File: src/rtl/hazard_stall_ctrl.sv
// Pipeline hazard controller: load-use bubble, mult/div HI/LO interlock,
// taken-branch flush and a saturating stall-cycle counter.
module hazard_stall_ctrl #(
  parameter int unsigned REG_AW    = 5,
  parameter int unsigned MD_CYCLES = 32,
  parameter int unsigned CNT_W     = 6,
  parameter int unsigned PERF_W    = 16
) (
  input  logic              clk,
  input  logic              rst,
  input  logic [REG_AW-1:0] id_rs,
  input  logic [REG_AW-1:0] id_rt,
  input  logic              id_uses_rt,
  input  logic              id_reads_hilo,
  input  logic              id_is_md,
  input  logic              ex_mem_read,
  input  logic [REG_AW-1:0] ex_rt,
  input  logic              ex_md_start,
  input  logic              branch_taken,
  output logic              pc_enable_bar,
  output logic              if_id_enable_bar,
  output logic              if_id_flush,
  output logic              id_ex_flush,
  output logic              md_busy,
  output logic [PERF_W-1:0] stall_cycles
);

  typedef enum logic [0:0] {
    S_IDLE    = 1'b0,
    S_MD_BUSY = 1'b1
  } state_e;

  state_e            state_q, state_d;
  logic [CNT_W-1:0]  md_cnt_q, md_cnt_d;
  logic [PERF_W-1:0] stall_cnt_q, stall_cnt_d;

  logic load_use;
  logic md_haz;
  logic stall;

  // Register 0 is hardwired, so a load targeting it never creates a dependency.
  always_comb begin
    load_use = ex_mem_read && (ex_rt != '0) &&
               ((ex_rt == id_rs) || (id_uses_rt && (ex_rt == id_rt)));
    md_busy  = !rst && (state_q == S_MD_BUSY);
    md_haz   = md_busy && (id_reads_hilo || id_is_md);
    stall    = !rst && (load_use || md_haz) && !branch_taken;
  end

  always_comb begin
    pc_enable_bar    = 1'b0;
    if_id_enable_bar = 1'b0;
    if_id_flush      = 1'b0;
    id_ex_flush      = 1'b0;
    if (rst) begin
      pc_enable_bar    = 1'b0;
    end else if (branch_taken) begin
      if_id_flush      = 1'b1;
      id_ex_flush      = 1'b1;
    end else if (stall) begin
      pc_enable_bar    = 1'b1;
      if_id_enable_bar = 1'b1;
      id_ex_flush      = 1'b1;
    end
  end

  // A start while already busy reloads the countdown rather than being ignored.
  always_comb begin
    state_d  = state_q;
    md_cnt_d = md_cnt_q;
    unique case (state_q)
      S_IDLE: begin
        if (ex_md_start) begin
          state_d  = S_MD_BUSY;
          md_cnt_d = CNT_W'(MD_CYCLES - 1);
        end
      end
      S_MD_BUSY: begin
        if (ex_md_start) begin
          md_cnt_d = CNT_W'(MD_CYCLES - 1);
        end else if (md_cnt_q == CNT_W'(1)) begin
          state_d  = S_IDLE;
          md_cnt_d = '0;
        end else begin
          md_cnt_d = md_cnt_q - CNT_W'(1);
        end
      end
      default: begin
        state_d  = S_IDLE;
        md_cnt_d = '0;
      end
    endcase
  end

  always_comb begin
    stall_cnt_d = stall_cnt_q;
    if (stall && (stall_cnt_q != '1)) begin
      stall_cnt_d = stall_cnt_q + PERF_W'(1);
    end
  end

  always_ff @(posedge clk) begin
    if (rst) begin
      state_q     <= S_IDLE;
      md_cnt_q    <= '0;
      stall_cnt_q <= '0;
    end else begin
      state_q     <= state_d;
      md_cnt_q    <= md_cnt_d;
      stall_cnt_q <= stall_cnt_d;
    end
  end

  assign stall_cycles = stall_cnt_q;

endmodule
File: config.mk
export PLATFORM = sky130hd
export DESIGN_NAME = hazard_stall_ctrl
export DESIGN_NICKNAME = d
export VERILOG_FILES = /design/src/rtl/hazard_stall_ctrl.sv
export SDC_FILE = /design/constraint.sdc
export NUM_CORES = 1
export LEC_CHECK = 0
export CORE_MARGIN = 3
export CORE_UTILIZATION = 55
export CTS_CLUSTER_DIAMETER = 30
export CTS_CLUSTER_SIZE = 25
export DETAILED_ROUTE_END_ITERATION = 8
export DONT_BUFFER_PORTS = 1
export GPL_ROUTABILITY_DRIVEN = 1
export PLACE_DENSITY_LB_ADDON = 0.3
export SLEW_MARGIN = 10
export SYNTH_ARGS = -nofsm -noshare
export SYNTH_HDL_FRONTEND = slang
export SYNTH_SLANG_ARGS = --single-unit
export TNS_END_PERCENT = 100
File: constraint.sdc
create_clock -name clk -period 2.25 [get_ports clk]
set_input_delay 0.3375 -clock clk [delete_from_list [all_inputs] [get_ports clk]]
set_output_delay 0.3375 -clock clk [all_outputs]
set_load 0.02 [all_outputs]
# ---- Yosys cells after proc, flatten, opt, wreduce, memory -nomap -nowiden
# Index checks and enable logic that the tools add are counted.
dict set report word_totals {
  in_bits 23
  output_inout_bits 21
  elab_cells 40
  reg_bits 23
}
dict set report classes {
  n_eq_ne 5
  reduce_logical 14
  add_sub_neg 2
  n_mux 15
  n_bitwise 1
}
# cell n
set ops {}
lappend ops {{$mux W6} 3}
lappend ops {{$add A16 B1 Y16 const B} 1}
lappend ops {{$ne A16 B16 Y1 const B} 1}
lappend ops {{$pmux W6 S2} 1}
lappend ops {{$eq A5 B5 Y1} 2}
lappend ops {{$mux W1} 10}
lappend ops {{$logic_and A1 B1 Y1} 8}
lappend ops {{$eq A6 B1 Y1 const B} 1}
lappend ops {{$sub A6 B1 Y6 const B} 1}
lappend ops {{$reduce_bool A5 Y1} 1}
lappend ops {{$logic_or A1 B1 Y1} 3}
lappend ops {{$logic_not A1 Y1} 2}
lappend ops {{$ne A2 B2 Y1 const B} 1}
lappend ops {{$pmux W1 S2} 1}
lappend ops {{$not A1 Y1} 1}

# ---- Logic depth before layout (Yosys ltp)
# Gate-level depths: netlist of run 1.
dict set report depth {
  ltp_word 10
  depth_mapped 7
  mapped_depth_nobuf 7
}

# ---- Worst setup path before layout of run 1
# Ideal clock, no wire load.
dict set report synth_path {
  path_kind {flip-flop to flip-flop}
  start {register stall_cnt_q[7] (netlist: stall_cycles[7])}
  end {register stall_cnt_q[15] (netlist: stall_cycles[15])}
  setup_ns 0.121
  period_less_slack_ns 2.141
  t_arrival_ns 2.019
  path_stages_with_launch 8
  setup_slack_ns 0.109
  required_time_ns 2.129
  cell_sequence {dfxtp_1 -> nand4_2 -> or4b_4 -> o21a_1 -> a21o_1 -> buf_6 -> nand4_4 -> mux2_4}
}
dict set report synth_via {
  elab_chain_cells 2
  elab_cells_between_ends 3
  cone_classes {add/sub (1); eq/ne (1); reduce/logical (1)}
}
# item line_no
set synth_lines {}
lappend synth_lines {{start: declaration} 35} ;# logic [PERF_W-1:0] stall_cnt_q, stall_cnt_d;
lappend synth_lines {{start signal: assignment} 110} ;# stall_cnt_q <= stall_cnt_d;
lappend synth_lines {{parallel branches: the longest is 2 deep, another holds $add A16 B1 Y16} -}
# Parallel ways; which one is timed is not known.
# A chain may end at the register's enable or synchronous reset.

# ---- Worst setup path in the final report of run 1
dict set report layout_path {
  start {register stall_cnt_q[14] (netlist: stall_cycles[14])}
  end {register stall_cnt_q[2] (netlist: stall_cycles[2])}
}
dict set report layout_via {
  elab_chain_cells 2
}
# item line_no
set layout_lines {}
lappend layout_lines {{$ne A16 B16 Y1} 97} ;# if (stall && (stall_cnt_q != '1)) begin
lappend layout_lines {{$logic_and A1 B1 Y1} 97}
# Every way passes these cells.

==> results.tsv, run 1 <==
stage	metric	value	unit
status	status	finished, final reports clean	
routing	first-pass iteration count of the detailed router	5	
synthesis	yosys warns	0	
floorplanning	die area	3177	sq um
setup_path	Setup CP Type	reg -> reg	
sta	unrepaired setup endpoints after global routing	false	
setup_path	RR Endpoint	stall_cycles[2]	
setup_path	critical path's largest stage delay	0.52	ns
clock_network	Clock Path Buffers	2	
global_route	initial antenna violation count	0	
setup_path	stages on the worst setup path	7	
sta	setup TNS	0	ns
placement	placer congestion estimate	0.8533	
floorplanning	# IOs	44	
power	worst vdd rail ir drop	0.4295	mV
setup_path	CP cell instances	and3_1, or4b_4, o21a_1, a21o_1, buf_4, nand2_1, mux2i_1	
clock_network	clock transition at the registers of the reported paths	0.13	ns
synthesis	synthesized area	1395	sq um
routing	drt wl/cell	14.76	um
routing	# DRC	0	
synthesis	top_reg_cell synth	dfxtp_1	
layout	share of layout cells above drive strength 1	16.93	%
clock_network	Root Driver	clkbuf_4	
sta	Setup Skew	0.01858	ns
clock_network	Num CTS Buffers	3	
setup_path	CP Launch Point	stall_cycles[14]	
layout	Final nets	216	
synthesis	cell count after synthesis	172	
setup_path	CP bufs+invs	1	
setup_path	R2R cell count	7	
layout	P&R area growth vs syn	12.20	%
setup_path	CP required	2.48	ns
setup_path	Register-to-Register Setup Slack	0.14	ns
synthesis	sequential area share after synthesis	33.00	%
sta	final setup vio count	0	
routing	Routed Antenna Nets	0	
clock_network	CTS H-Tree Depth	1	
power	PD cells	454.1	nW/um^2
global_route	Global Route Usage Sum	21.00	%
floorplanning	Die W	56.37	um
sta	final worst path period need	2.109	ns
sta	Fin. Hold Viols	0	
setup_path	Worst Path Arrival	2.34	ns
synthesis	Post-synth EDFFs	0	
synthesis	synth top area cells	dfxtp_1, xnor2_1, nor2_1	
synthesis	area share of the leading cell type in the synthesized netlist	33.00	%
setup_path	largest fanout on the critical path	5	
clock_network	hold_buf cts	0	
hold_path	Hold Path Origin	rst	
clock_network	clock sink count	23	
clock_network	CTS tree	done	
routing	routed wire length	3.204	mm
clock_network	buffers inserted by post-CTS timing repair	0	
run	max-cap viol count	0	
sta	slew margin rel.	55.17	%
setup_path	Crit Reg-Reg Startpoint	stall_cycles[14]	
synthesis	Mean Syn Cell Area	8.111	sq um
floorplanning	CORE AREA	2318	sq um
clock_network	Worst-Skew Late Latency	0.32	ns
routing	vias	1326	
synthesis	largest area contributor in the netlist	dfxtp_1	
sta	count of pins over their slew limit	0	
global_route	global route overflow	0	
placement	IO Port Bufs	0	
sta	Worst-Margin Slew	0.6654	ns
power	Leak	0.6153	nW
placement	DP HPWL	2.571	mm
routing	vias per cell	6.111	
sta	Period Utilization, post-route	93.73	%
global_route	largest net degree at the start of global routing	33	
floorplanning	Initial Utilization	60.17	%
hold_path	destination of the worst hold path	stall_cycles[7]	
floorplanning	row count	17	
synthesis	Post-Synthesis Net Count	198	
hold_path	worst hold stages	1	
setup_path	crit path capture type	register	
setup_path	Critical-path top delay cell	or4b_4	
sta	fmax	474.2	MHz
synthesis	Synth Register Bits	23	
clock_network	post_cts resized	0	
setup_path	CP top delay family	simple AND/OR/NAND/NOR gates	
setup_path	Worst setup SP type	register	
layout	ANT cells	0	
floorplanning	Die Y	56.37	um
routing	1st-iter DRT viols	37	
sta	worst hold margin	0.07129	ns
global_route	vias in the first global route	1287	
hold_path	Hold Path Class	in -> reg	
global_route	first-pass GRT wire length	5.457	mm
synthesis	post-synth cell types	47	
synthesis	Async S/R FF share, synth	0	%
[worst reg2reg max path, cell delays in order (launching register included)]
cell and delay (ns):
dfxtp_1 0.37, and3_1 0.24, or4b_4 0.52, o21a_1 0.22, a21o_1 0.24, buf_4 0.19, nand2_1 0.07, mux2i_1 0.18
[sequential cells by signal (all words and copies together), names as in the netlist]
signal	cells
stall_cycles	16
md_cnt_q	6
state_q	1
[placed cells by master, fill, tap and decap left out, types with 4 or more instances in the layout]
cell type / Yosys / layout
a21oi_1: 12 / 12
a31oi_1: 4 / 4
and3_1: 4 / 4
buf_4: 1 / 19
dfxtp_1: 23 / 23
inv_1: 5 / 5
nand2_1: 12 / 12
nand3_1: 6 / 6
nor2_1: 25 / 25
nor2b_1: 4 / 4
o21ai_0: 8 / 8
xnor2_1: 11 / 11
[cell usage after synthesis (all sizes together), types with 3 or more instances]
cell    number
inv          5
or4          3
ha           3
nand2       12
xnor2       11
a21oi       13
nand4b       3
nor2        25
nand3        6
o21ai        8
clkbuf       4
a31oi        4
mux2         3
and3         6
nand4        5
dfxtp       23
nor2b        4
[how the worst max path moves through the flow]
stage                     slack (ns)                to
final                           0.14   stall_cycles[2]
after global routing            0.05   stall_cycles[4]
after CTS                       0.16   stall_cycles[2]
after detailed placement        0.18   stall_cycles[8]
after global placement          0.21   stall_cycles[8]
after floorplan                 0.11  stall_cycles[15]
[where the power goes]
group | internal [mW] | leakage [nW] | switching, mW
logic | 0.0430 | 0.413 | 0.0483
registers | 0.417 | 0.187 | 0.0122
clock network | 0.0693 | 0.0150 | 0.121
[cell type report]
cell class	instances	area, sq um
multi-input combinational	138	882.1
fill	193	753.2
sequential	23	460.4
timing repair buffer	19	142.6
tap	28	35.03
clock buffer	4	26.28
inverter	5	18.77
[per-layer routing]
layer  share of wire [%]  routed length [um]  track usage [%]  up-vias
met2                  51                1624            38.90       53
met5                   0                   0                0        -
met1                  41                1323            23.36      611
met4                0.41                  13            4.407        0
met3                 7.6                 242            6.437        2
li1                    -                   -                -      660
[kinds of logic (layout without fill, tap and decap cells)]
kind of cell	Yosys count	in the layout	share of synthesized area, %
AOI/OAI and AO/OA	42	42	19.28
xor gates and xnor gates	11	11	6.906
adders and majority gates	3	3	2.691
buffers and inverters	11	28	3.767
DFF	23	23	33.00
muxes	4	4	3.408
and+or+nand+nor	78	78	30.94
[per-stage QoR]
step	power (mW)	area (sq um)	setup slack, ns	utilization (%)	cells
2_1_floorplan	0.5182	1395	0.1095	-	172
3_3_place_gp	0.5226	1539	0.2115	66.38	213
3_5_place_dp	0.5297	1539	0.1825	66.38	213
4_1_cts	0.7127	1565	0.1640	67.51	217
5_1_grt	0.7503	1565	0.05480	67.51	217
6_report	0.7108	1565	0.1410	67.51	217
(Power assumes the default switching activity.)
==> inputs of run 2 (changes only) <==
--- a/config.mk
+++ b/config.mk
@@ -6,9 +6,8 @@
 export NUM_CORES = 1
 export LEC_CHECK = 0
 export CORE_MARGIN = 3
-export CORE_UTILIZATION = 55
+export CORE_UTILIZATION = 30
 export CTS_CLUSTER_DIAMETER = 30
-export CTS_CLUSTER_SIZE = 25
 export DETAILED_ROUTE_END_ITERATION = 8
 export DONT_BUFFER_PORTS = 1
 export GPL_ROUTABILITY_DRIVEN = 1
==> results.tsv, run 2 (same netlist as run 1, synthesis figures left out) <==
stage	metric	value	unit	change
layout	most common cell after layout, fill and taps aside	nor2_1		unchanged
routing	vias per cell	5.380		was 6.111
power	Int Pwr	0.5869	mW	was 0.5297 mW
setup_path	CP cell instances	and3_1, and3_1, a41oi_1, a21oi_2, or4_1, a21oi_1		was and3_1, or4b_4, o21a_1, a21o_1, buf_4, nand2_1, mux2i_1
sta	Final WS setup	0.2345	ns	was 0.1410 ns
placement	placer congestion estimate	0.7409		was 0.8533
sta	Period Utilization, post-route	89.58	%	was 93.73%
clock_network	Root Driver	clkbuf_8		was clkbuf_4
setup_path	Register-to-Register Setup Slack	0.23	ns	was 0.14 ns
layout	max reg flops	16		unchanged
setup_path	RR Endpoint	stall_cycles[7]		was stall_cycles[2]
run	max-cap viol count	0		unchanged
clock_network	Clock Path Buffers	2		unchanged
sta	count of pins over their slew limit	0		unchanged
sta	slew margin rel.	71.62	%	was 55.17%
routing	routed wire length	3.440	mm	was 3.204 mm
clock_network	Worst-Skew Late Latency	0.26	ns	was 0.32 ns
layout	Final nets	220		was 216
sta	setup TNS	0	ns	unchanged
placement	dpl cell area	1599	sq um	was 1539 sq um
routing	first-pass iteration count of the detailed router	4		was 5
sta	Setup Skew	0.001548	ns	was 0.01858 ns
floorplanning	die area	5505	sq um	was 3177 sq um
sta	Worst-Margin Slew	0.4257	ns	was 0.6654 ns
setup_path	critical path's largest stage delay	0.49	ns	was 0.52 ns
routing	1st-iter DRT viols	96		was 37
clock_network	post_cts resized	0		unchanged
power	PD cells	477.1	nW/um^2	was 454.1 nW/um^2
sta	final setup vio count	0		unchanged
clock_network	CTS tree	done		unchanged
clock_network	clock transition at the registers of the reported paths	0.09	ns	was 0.13 ns
hold_path	Hold Path Class	in -> reg		unchanged
layout	Design Area, Final	1645	sq um	was 1565 sq um
setup_path	crit path capture type	register		unchanged
routing	# DRC	0		unchanged
floorplanning	# IOs	44		unchanged
routing	Routed Antenna Nets	0		unchanged
setup_path	Critical-path top delay cell	or4_1		was or4b_4
global_route	global route overflow	0		unchanged
global_route	largest net degree at the start of global routing	33		unchanged
sta	unrepaired setup endpoints after global routing	false		unchanged
clock_network	buffers inserted by post-CTS timing repair	0		unchanged
routing	drt wl/cell	14.04	um	was 14.76 um
placement	DP HPWL	2.689	mm	was 2.571 mm
setup_path	R2R cell count	6		was 7
sta	fmax	496.2	MHz	was 474.2 MHz
setup_path	CP bufs+invs	0		was 1
sta	Fin. Hold Viols	0		unchanged
layout	ANT cells	0		unchanged
floorplanning	Initial Utilization	31.60	%	was 60.17%
power	worst vdd rail ir drop	0.3117	mV	was 0.4295 mV
floorplanning	Die W	74.20	um	was 56.37 um
power	Psw	0.1982	mW	was 0.1811 mW
setup_path	Setup CP Type	reg -> reg		unchanged
clock_network	CTS H-Tree Depth	1		unchanged
placement	IO Port Bufs	0		unchanged
setup_path	CP top delay family	simple AND/OR/NAND/NOR gates		unchanged
clock_network	hold_buf cts	0		unchanged
routing	vias	1318		was 1326
layout	most frequent cells in the layout	nor2_1, dfxtp_1, buf_4, nand2_1, a21oi_1		unchanged
setup_path	CP Launch Point	stall_cycles[4]		was stall_cycles[14]
setup_path	CP required	2.45	ns	was 2.48 ns
setup_path	Worst Path Arrival	2.22	ns	was 2.34 ns
power	Clk network pwr share	33.3	%	was 26.7%
layout	share of layout cells above drive strength 1	19.17	%	was 16.93%
placement	dpl ws	0.1771	ns	was 0.1825 ns
power	Logic pwr share	12.2	%	was 12.8%
global_route	vias in the first global route	1207		was 1287
power	Leak	0.6467	nW	was 0.6153 nW
floorplanning	row count	24		was 17
floorplanning	Die Y	74.20	um	was 56.37 um
setup_path	stages on the worst setup path	6		was 7
global_route	Global Route Usage Sum	12.99	%	was 21.00%
clock_network	Num CTS Buffers	3		unchanged
global_route	first-pass GRT wire length	5.692	mm	was 5.457 mm
layout	Filler cells	460		was 193
setup_path	Critical Path End	stall_cycles[7]		was stall_cycles[2]
setup_path	largest fanout on the critical path	10		was 5
status	status	finished, final reports clean		unchanged
setup_path	Crit Reg-Reg Startpoint	stall_cycles[4]		was stall_cycles[14]
layout	P&R area growth vs syn	17.94	%	was 12.20%
power	Total Power Consumption	0.7851	mW	was 0.7108 mW
layout	final cell count without fillers	245		was 217
floorplanning	CORE AREA	4414	sq um	was 2318 sq um
power	Switching Fraction	25.24	%	was 25.48%
placement	# placed instances	241		was 213
power	Reg power frac	54.4	%	was 60.4%
clock_network	clock sink count	23		unchanged
global_route	initial antenna violation count	0		unchanged
setup_path	Worst setup SP type	register		unchanged
setup_path	Worst path most repeated cell	and3_1		
sta	final worst path period need	2.016	ns	was 2.109 ns
run 2: area by class of cell:
| type | instances | area [sq um] | area share, % |
|---|---|---|---|
| inverters | 5 | 18.77 | 1.141 |
| well taps | 52 | 65.06 | 3.954 |
| clock inverters | 1 | 5.005 | 0.3042 |
| clock buffers | 3 | 41.29 | 2.510 |
| multi-input cells | 138 | 882.1 | 53.61 |
| repair buffers | 23 | 172.7 | 10.49 |
| flip-flops and latches | 23 | 460.4 | 27.98 |
run 2: power groups by stage:
stage | registers, mW | clock network, mW | logic, mW
after CTS | 0.427 | 0.273 | 0.0966
after detailed placement | 0.437 | 0 | 0.0960
after global routing | 0.429 | 0.297 | 0.108
after global placement | 0.437 | 0 | 0.0947
final | 0.427 | 0.262 | 0.0960
after floorplan | 0.438 | 0 | 0.0806
run 2: how the worst min path moves through the flow:
stage	startpoint	end	slack [ns]	cells after the start
after detailed placement	rst	stall_cycles[3]	0.41	1
after CTS	rst	stall_cycles[9]	0.12	1
after global placement	rst	stall_cycles[1]	0.41	1
after floorplan	ex_md_start	md_cnt_q[5]	0.42	1
final	ex_md_start	md_cnt_q[5]	0.13	1
after global routing	rst	stall_cycles[9]	0.11	1
run 2: through the flow:
step                      hold WS (ns)  util [%]
after global routing            0.1144     37.27
after CTS                       0.1238     37.27
after detailed placement        0.4119     36.22
after global placement          0.4103     36.22
after floorplan                 0.4160         -
final                           0.1340     37.27
run 2: metal layers:
| layer | vias up | track usage, % | wire length [um] |
|---|---|---|---|
| met1 | 627 | 17.20 | 1613 |
| met4 | 0 | 1.811 | 19 |
| met2 | 21 | 21.06 | 1621 |
| met3 | 2 | 4.324 | 186 |
| li1 | 668 | - | - |
| met5 | - | 0 | 0 |
